==> src/rtl/sprite_animator.sv <==
// Animation sequencer for player/enemy sprites: divides frame_clk to an animation rate and
// steps idle/run/jump cycles per facing. Define SPRITE_ANIM_SHOOT_EN to compile in the shoot pose.
module sprite_animator #(
    parameter int         RUN_FRAMES  = 5,
    parameter int         JUMP_FRAMES = 4,
    parameter int         FRAME_DIV   = 10,
    parameter logic [7:0] KEY_RIGHT   = 8'd7,
    parameter logic [7:0] KEY_LEFT    = 8'd4,
`ifdef SPRITE_ANIM_SHOOT_EN
    localparam int        NUM_SPRITES = 4 + 2*RUN_FRAMES + 2*JUMP_FRAMES,
`else
    localparam int        NUM_SPRITES = 2 + 2*RUN_FRAMES + 2*JUMP_FRAMES,
`endif
    localparam int        IDX_W       = $clog2(NUM_SPRITES)
) (
    input  logic                   frame_clk,
    input  logic                   Reset,
    input  logic [7:0]             keycode,
    input  logic                   direction,
    input  logic                   jumping,
    input  logic                   shooting,
    input  logic                   freeze,
    output logic [IDX_W-1:0]       sprite_idx,
    output logic [NUM_SPRITES-1:0] psprite,
    output logic                   facing,
    output logic                   cycle_done
);

    localparam int FMAX   = (RUN_FRAMES > JUMP_FRAMES) ? RUN_FRAMES : JUMP_FRAMES;
    localparam int FIDX_W = $clog2(FMAX);
    localparam int DIV_W  = (FRAME_DIV > 1) ? $clog2(FRAME_DIV) : 1;

    localparam logic [FIDX_W-1:0] RUN_LAST  = FIDX_W'(RUN_FRAMES - 1);
    localparam logic [FIDX_W-1:0] JUMP_LAST = FIDX_W'(JUMP_FRAMES - 1);
    localparam logic [DIV_W-1:0]  DIV_LAST  = DIV_W'(FRAME_DIV - 1);

    localparam int RUN_R_BASE  = 2;
    localparam int RUN_L_BASE  = 2 + RUN_FRAMES;
    localparam int JUMP_R_BASE = 2 + 2*RUN_FRAMES;
    localparam int JUMP_L_BASE = 2 + 2*RUN_FRAMES + JUMP_FRAMES;

    localparam logic [1:0] MODE_IDLE  = 2'd0;
    localparam logic [1:0] MODE_RUN   = 2'd1;
    localparam logic [1:0] MODE_JUMP  = 2'd2;
`ifdef SPRITE_ANIM_SHOOT_EN
    localparam logic [1:0] MODE_SHOOT = 2'd3;
    localparam int         SHOOT_R    = NUM_SPRITES - 2;
`else
    // Shoot pose compiled out: the fire input has no effect.
    logic unused_shooting;
    assign unused_shooting = shooting;
`endif

    logic [1:0]        mode_q, mode_d;
    logic              facing_q, facing_d;
    logic [FIDX_W-1:0] fidx_q, fidx_d;
    logic [DIV_W-1:0]  div_q, div_d;
    logic              cycle_done_q, cycle_done_d;
    logic              tick;
    logic              run_face;
    logic [IDX_W-1:0]  idx_dec;

    assign run_face = (keycode == KEY_RIGHT);

    // NOTE: every signal written here gets a default first, so no path leaves it unassigned (no latch).
    always_comb begin
        tick         = (div_q == DIV_LAST) && !freeze;
        div_d        = div_q;
        mode_d       = mode_q;
        facing_d     = facing_q;
        fidx_d       = fidx_q;
        cycle_done_d = 1'b0;

        if (!freeze) begin
            div_d = tick ? '0 : div_q + 1'b1;
        end

        if (tick) begin
            if (jumping) begin
                facing_d = direction;
                if (mode_q == MODE_JUMP && facing_q == direction) begin
                    if (fidx_q == JUMP_LAST) begin
                        fidx_d       = '0;
                        cycle_done_d = 1'b1;
                    end else begin
                        fidx_d = fidx_q + 1'b1;
                    end
                end else begin
                    mode_d = MODE_JUMP;
                    fidx_d = '0;
                end
            end else if (keycode == KEY_RIGHT || keycode == KEY_LEFT) begin
                facing_d = run_face;
                if (mode_q == MODE_RUN && facing_q == run_face) begin
                    if (fidx_q == RUN_LAST) begin
                        fidx_d       = '0;
                        cycle_done_d = 1'b1;
                    end else begin
                        fidx_d = fidx_q + 1'b1;
                    end
                end else begin
                    mode_d = MODE_RUN;
                    fidx_d = '0;
                end
`ifdef SPRITE_ANIM_SHOOT_EN
            end else if (shooting) begin
                mode_d   = MODE_SHOOT;
                facing_d = direction;
                fidx_d   = '0;
`endif
            end else begin
                mode_d   = MODE_IDLE;
                facing_d = direction;
                fidx_d   = '0;
            end
        end
    end

    // NOTE: state flops use non-blocking assignments so every flop samples pre-edge values.
    always_ff @(posedge frame_clk) begin
        if (Reset) begin
            mode_q       <= MODE_IDLE;
            facing_q     <= 1'b1;
            fidx_q       <= '0;
            div_q        <= '0;
            cycle_done_q <= 1'b0;
        end else begin
            mode_q       <= mode_d;
            facing_q     <= facing_d;
            fidx_q       <= fidx_d;
            div_q        <= div_d;
            cycle_done_q <= cycle_done_d;
        end
    end

    // Out-of-range frame indices (unreachable) fall back to sprite 0 so psprite stays one-hot.
    always_comb begin
        idx_dec = '0;
        case (mode_q)
            MODE_IDLE: idx_dec = facing_q ? IDX_W'(0) : IDX_W'(1);
            MODE_RUN: begin
                if (fidx_q <= RUN_LAST) begin
                    idx_dec = (facing_q ? IDX_W'(RUN_R_BASE) : IDX_W'(RUN_L_BASE)) + IDX_W'(fidx_q);
                end
            end
            MODE_JUMP: begin
                if (fidx_q <= JUMP_LAST) begin
                    idx_dec = (facing_q ? IDX_W'(JUMP_R_BASE) : IDX_W'(JUMP_L_BASE)) + IDX_W'(fidx_q);
                end
            end
`ifdef SPRITE_ANIM_SHOOT_EN
            MODE_SHOOT: idx_dec = facing_q ? IDX_W'(SHOOT_R) : IDX_W'(SHOOT_R + 1);
`endif
            default: idx_dec = '0;
        endcase
    end

    assign sprite_idx = idx_dec;
    assign psprite    = {{(NUM_SPRITES-1){1'b0}}, 1'b1} << idx_dec;
    assign facing     = facing_q;
    assign cycle_done = cycle_done_q;

endmodule

==> config.mk <==
export PLATFORM = sky130hd
export DESIGN_NAME = sprite_animator
export DESIGN_NICKNAME = d
export VERILOG_FILES = /design/src/rtl/sprite_animator.sv
export SDC_FILE = /design/constraint.sdc
export NUM_CORES = 1
export LEC_CHECK = 0
export ABC_AREA = 0
export CAP_MARGIN = 5
export CORE_MARGIN = 5
export CORE_UTILIZATION = 29
export CTS_BUF_LIST = sky130_fd_sc_hd__clkbuf_16
export CTS_CLUSTER_DIAMETER = 100
export DETAILED_ROUTE_END_ITERATION = 8
export PLACE_DENSITY = 0.67
export SLEW_MARGIN = 20
export SYNTH_ARGS = -nofsm -noshare
export SYNTH_HDL_FRONTEND = slang
export SYNTH_SLANG_ARGS = --single-unit
==> constraint.sdc <==
create_clock -name frame_clk -period 1.9 [get_ports frame_clk]
set_input_delay 0.38 -clock frame_clk [delete_from_list [all_inputs] [get_ports frame_clk]]
set_output_delay 0.38 -clock frame_clk [all_outputs]
set_load 0.02 [all_outputs]
[Word level (Yosys, flattened, before mapping)]
Index checks and enable logic that the tools add are counted.
Storage, ports and cells
  flip-flop bits (word level): 11
  input bits: 14
  output and inout port bits: 27
  word-level logic and storage cells: 57
Cells by class
  add/subtract/negate cells: 4
  $lt $le $gt $ge: 2
  equality and inequality tests: 11
  shift-type cells: 1
  mux-type cells: 25
  bitwise gates (word level): 1
  reduce and logical (&&, ||, !) cells: 8
Operator list (number)
  $mux 3: 7
  $shl 1x5->20 const A: 1
  $eq 8x3->1 const B: 2
  $pmux 5 s3: 1
  $mux 5: 2
  $mux 1: 9
  $mux 2: 4
  $mux 4: 2
  $add 5x3->5: 1
  $add 3x3->4: 1
  $add 4x1->4 const B: 1
  $eq 4x4->1 const B: 1
  $add 3x1->3 const B: 1
  $eq 3x2->1 const B: 1
  $eq 3x3->1 const B: 1
  $le 3x2->1 const B: 1
  $le 3x3->1 const B: 1
  $logic_and 1x1->1: 3
  $ne 3x3->1 const B: 1
  $reduce_and 3->1: 1
  $eq 1x1->1: 2
  $eq 2x1->1 const B: 1
  $eq 2x2->1 const B: 1
  $logic_not 2->1: 1
  5 further kinds: 5

[Longest topological paths before layout]
  depth after elaboration: 6
  mapped depth: 8
  depth with buffers taken out: 8

[Worst setup path before layout]
No wires, ideal clock.
  path kind: flip-flop to output port
  from: register facing_q (netlist: facing)
  to: output port psprite[3]
  data arrival time: 2.240 ns
  data required time: 1.520 ns
  path slack: -0.720 ns
  cell stages (with the launch flop): 8
  buffers on the path: 0
  cells stage by stage: dfxtp_1 > inv_1 > ha_1 > inv_1 > ha_1 > xor2_1 > o22ai_2 > nor4_1
Between the ends
  longest elaborated chain between the ends: 5
  elaborated cells between the ends (all ways): 9
  classes of those cells: 2 x add/sub; 1 x shift; 6 x mux
Ends and longest elaborated chain
  start, declared: line 55  | logic facing_q, facing_d;
  start signal, assigned: line 129  | facing_q <= facing_d;
  $mux 5 / $mux 3 (equally long branches): line 148, 143
  $add 5x3->5 / $add 3x3->4 (equally long branches): line 148, 143
  $mux 5 / $mux 4 (equally long branches): line 147, 142
  $pmux 5 s3 (*): line 139  | case (mode_q)
  via sprite_idx[2]: line 23  | output logic [IDX_W-1:0] sprite_idx,
  $shl 1x5->20 (*): line 159  | assign psprite = {{(NUM_SPRITES-1){1'b0}}, 1'b1} << idx_dec;
  end, declared: line 24  | output logic [NUM_SPRITES-1:0] psprite,
The timed path passes the listed nets; every way through them passes the cells marked *.

[Worst setup path after layout]
  from: register fidx_q[0]
  to: output port psprite[9]
Between the ends
  longest elaborated chain between the ends: 4
  elaborated cells between the ends (all ways): 8
  classes of those cells: 2 x add/sub; 2 x order compare; 1 x shift; 3 x mux
Ends and longest elaborated chain
  start, declared: line 56  | logic [FIDX_W-1:0] fidx_q, fidx_d;
  start signal, assigned: line 130  | fidx_q <= fidx_d;
  $add 5x3->5 (tied with other cells): line 148  | idx_dec = (facing_q ? IDX_W'(JUMP_R_BASE) : IDX_W'(JUMP_L_BASE)) + IDX_W'(fidx_q);
  $mux 5 / $mux 4 (equally long branches): line 147, 142
  $pmux 5 s3 (*): line 139
  $shl 1x5->20 (*): line 159
Every way passes the cells marked *; elsewhere a longest branch is shown, timed or not.

==> impl_table.tex <==
\begin{tabular}{lr}
\hline
Metric & Value \\
\hline
\multicolumn{2}{l}{\textbf{Status}} \\
Outcome & finished with violations \\
Failing checks & negative setup slack \\
\multicolumn{2}{l}{\textbf{Synthesis}} \\
Post-synthesis sequential element count & 11 \\
Sequential element share of the synthesized area & 0.203 \\
Syn Inst Count & 141 \\
Top FF cell, synth & dfxtp\_1 \\
Most common cell in the netlist & nor3\_1 \\
Net count of the mapped netlist & 165 \\
Top cell types by occurrence after synthesis & 15 x nor3\_1, 12 x nor4\_1, 11 x a21oi\_1, 11 x dfxtp\_1 \\
Mean instance size in the synthesized netlist & 7.68 um\^{}2 \\
Dominant cell type by area after synthesis & dfxtp\_1 \\
Synthesis Warnings & 0 \\
Leading cell types by total area after synthesis & dfxtp\_1 20\%, ha\_1 12\%, nor3\_1 6.9\% \\
Number of distinct library cells after synthesis & 47 \\
Mapped Area & 1080 um\^{}2 \\
Number of enable-type register cells in the synthesized netlist & 0 \\
Share of the synthesized area in the top cell type & 0.203 \\
Async S/R FF share, synth & 0 \\
\multicolumn{2}{l}{\textbf{Placement}} \\
Standard cell area after detailed placement & 2250 um\^{}2 \\
Count of input and output buffers & 39 \\
Half-perimeter wire length of the detailed placement result & 3290 um \\
Final Wtd Congestion & 0.818 \\
Post-placement worst setup slack & -0.703 ns \\
Count of placed standard cells including taps & 258 \\
\multicolumn{2}{l}{\textbf{GRT}} \\
Grt met1 use & 0.179 \\
Wire length of the first global-routing pass & 7200 um \\
GR Overflow Total & 0 \\
Number of global-route vias before repair & 1495 \\
Maximum number of pins on one net before global-route repair & 11 \\
Global Route met3 Usage & 0.0298 \\
Met2 global-route usage & 0.355 \\
Antenna violations before repair & 0 \\
Global-route layer with the greatest usage & met2 \\
Global Route Usage Sum & 0.176 \\
\multicolumn{2}{l}{\textbf{Setup path}} \\
Critical Path Sink Type & output port \\
Critical setup path kind & reg -> out \\
Depth of the worst register-to-register path & 6 \\
Critical Path Source Type & flip-flop \\
Arrival time at the worst endpoint & 1.96 ns \\
Cell breakdown of the critical path & ha\_4 -> ha\_4 -> o21a\_4 -> a2bb2oi\_4 -> inv\_4 -> nor4\_4 -> buf\_4 \\
Top fanout value on the critical path & 6 \\
Cell at the slowest stage of the critical path & dfxtp\_4 \\
Delay of the slowest critical-path stage & 0.37 ns \\
Cell repeated most along the worst path & ha\_4 \\
Crit path required time & 1.52 ns \\
\multicolumn{2}{l}{\textbf{Power}} \\
Internal power of the cells & 0.543 mW \\
Net switching component of the power & 0.142 mW \\
Worst VDD drop & 561 uV \\
Comb power frac & 0.081 \\
Share of total power consumed by net switching & 0.208 \\
Power consumption & 0.685 mW \\
Static leakage & 1.01 nW \\
Total power divided by cell area & 262 nW/um\^{}2 \\
Fraction of power consumed by the clock network & 0.579 \\
Sequential share of power & 0.340 \\
\multicolumn{2}{l}{\textbf{Timing}} \\
Crit path time final & 2.34 ns \\
Period Utilization, post-route & 1.23 \\
Unrepaired setup endpoints after global routing & true \\
Final Max Slew Viols & 0 \\
Fin Hold WS & 0.502 ns \\
Endpoints failing hold & 0 \\
Number of failing setup endpoints in the final timing report & 25 \\
Worst Max-Slew Pin Slew & 0.328 ns \\
Setup slack of the critical path after layout & -0.443 ns \\
Final clock skew & 0.00437 ns \\
Fmax & 427 MHz \\
TNS Setup & -8.67 ns \\
Slew headroom & 0.778 \\
\multicolumn{2}{l}{\textbf{Drt}} \\
Count of antenna-violating nets left after detailed routing & 0 \\
Final Routed Wirelength & 4420 um \\
Average via count per standard cell & 5.20 \\
Number of DRC violations after detailed-routing iteration 0 & 41 \\
Number of iterations in the first detailed-routing pass & 4 \\
DRC viols & 0 \\
Via count & 1446 \\
Post-detailed-route wirelength per cell & 15.9 um \\
\multicolumn{2}{l}{\textbf{Final layout}} \\
Number of antenna cells inserted & 0 \\
Non-filler instance count after layout & 278 \\
Area of the multi-input gates & 1280 um\^{}2 \\
Flip-flop and latch area & 236 um\^{}2 \\
Final instance area & 2610 um\^{}2 \\
Post-Route Utilization & 0.719 \\
Layout cells sized above 1 & 0.639 \\
Net total in the final layout & 255 \\
Area Growth Syn to Fin & 141\% \\
Layout fillers & 279 \\
\multicolumn{2}{l}{\textbf{Clocking}} \\
Clk root buf & clkbuf\_16 \\
Worst-Skew Late Latency & 0.25 ns \\
Clock net sink count & 11 \\
\# H-tree levels & 1 \\
Largest buffer count on any clock path & 2 \\
Register clock-pin slew on the reported worst setup and hold paths & 0.04 ns \\
CTS tree & done \\
TritonCTS Buffers & 3 \\
\multicolumn{2}{l}{\textbf{Min path}} \\
Hold Crit Class & reg -> reg \\
Worst Hold Depth & 2 \\
\multicolumn{2}{l}{\textbf{Flow run}} \\
Number of max-cap violations & 0 \\
\multicolumn{2}{l}{\textbf{Floorplan}} \\
DIE AREA & 5060 um\^{}2 \\
\# IOs & 41 \\
Initial standard-cell utilization of the core & 0.298 \\
Die Ht & 71.1 um \\
Area of the placeable core & 3630 um\^{}2 \\
Die X & 71.1 um \\
Number of rows in the core area & 22 \\
\hline
\end{tabular}
[placed cells by master (no fill, tap or decap), types with 2 or more instances in the layout]
master	synthesis	layout
nor2_2	0	2
ha_1	10	3
nand3_1	2	2
nor4_4	0	12
a211oi_1	2	2
buf_4	0	50
dfxtp_4	0	4
buf_6	1	21
ha_4	0	6
nand3b_1	4	4
dfxtp_1	11	6
o311ai_0	2	2
a21oi_4	0	4
clkdlybuf4s50_1	0	14
nor3_1	15	7
clkbuf_16	0	4
and3_1	2	2
a2bb2oi_4	0	2
nor3_4	0	4
nor3_2	0	4
buf_12	0	5
inv_1	10	2
a21oi_1	11	7
o21ai_4	1	3
nor2_1	8	5
nor3b_1	2	2
inv_4	0	5
xor2_1	3	2
nand2_1	7	6
inv_2	2	5
[cell families (layout without fill, tap and decap cells)]
| family | Yosys count | after routing | share of synthesized area |
|---|---|---|---|
| and+or+nand+nor | 65 | 65 | 0.348 |
| buffers and inverters | 19 | 108 | 0.0762 |
| DFF | 11 | 11 | 0.203 |
| muxes | 1 | 1 | 0.00924 |
| xor gates and xnor gates | 4 | 4 | 0.0323 |
| adders and majority gates | 10 | 10 | 0.115 |
| AOI/OAI and AO/OA | 31 | 31 | 0.216 |
[per-layer routing]
layer | vias up | wire length, um
met5 | - | 0
met4 | 0 | 69
met3 | 7 | 121
met2 | 30 | 2610
met1 | 702 | 1610
li1 | 707 | -
[sequential cells by signal (all words and copies together) (netlist names)]
signal      flops
fidx_q          3
cycle_done      1
div_q           4
facing          1
mode_q          2
[power groups by stage]
stage	combinational [mW]	clock, mW	sequential (mW)
finish	0.0555	0.397	0.233
CTS	0.0557	0.399	0.235
global route	0.0611	0.426	0.233
global placement	0.0520	0	0.238
floorplan	0.0179	0	0.238
detailed placement	0.0555	0	0.239
[area by class of cell]
type | count | area share
tap | 48 | 0.0230
inverter | 12 | 0.0220
clock inverter | 1 | 0.00192
sequential | 11 | 0.0906
clock buffer | 3 | 0.0287
multi-input combinational | 111 | 0.492
timing repair buffer | 92 | 0.342
[critical path, delay by kind of cell (launching register included)]
kind,cells,cell delay [ns]
AO/OA/AOI/OAI,2,0.40
flip-flops,1,0.37
adder cells (fa/ha/maj),2,0.35
AND/OR/NAND/NOR,1,0.30
buffers and inverters,2,0.29
[what timing repair did]
action | in CTS | in global routing
setup endpoints to repair | 25 | 25
gates resized for setup | 159 | 16
pin swaps | 15 | 11
hold buffers | 0 | 0
gates cloned | 0 | 1
buffers inserted | 10 | 6
[path summary, 6_finish.rpt]
check	startpoint	end	slack [ns]
max	fidx_q[0]$_SDFFE_PP0P_	psprite[9]	-0.44
max reg2reg	facing$_SDFFE_PP1P_	cycle_done$_SDFF_PP0_	0.28
min reg2reg	mode_q[1]$_SDFFE_PP0P_	mode_q[1]$_SDFFE_PP0P_	0.50
min	mode_q[1]$_SDFFE_PP0P_	mode_q[1]$_SDFFE_PP0P_	0.50
Note: power is estimated with default switching activity, not from simulation.
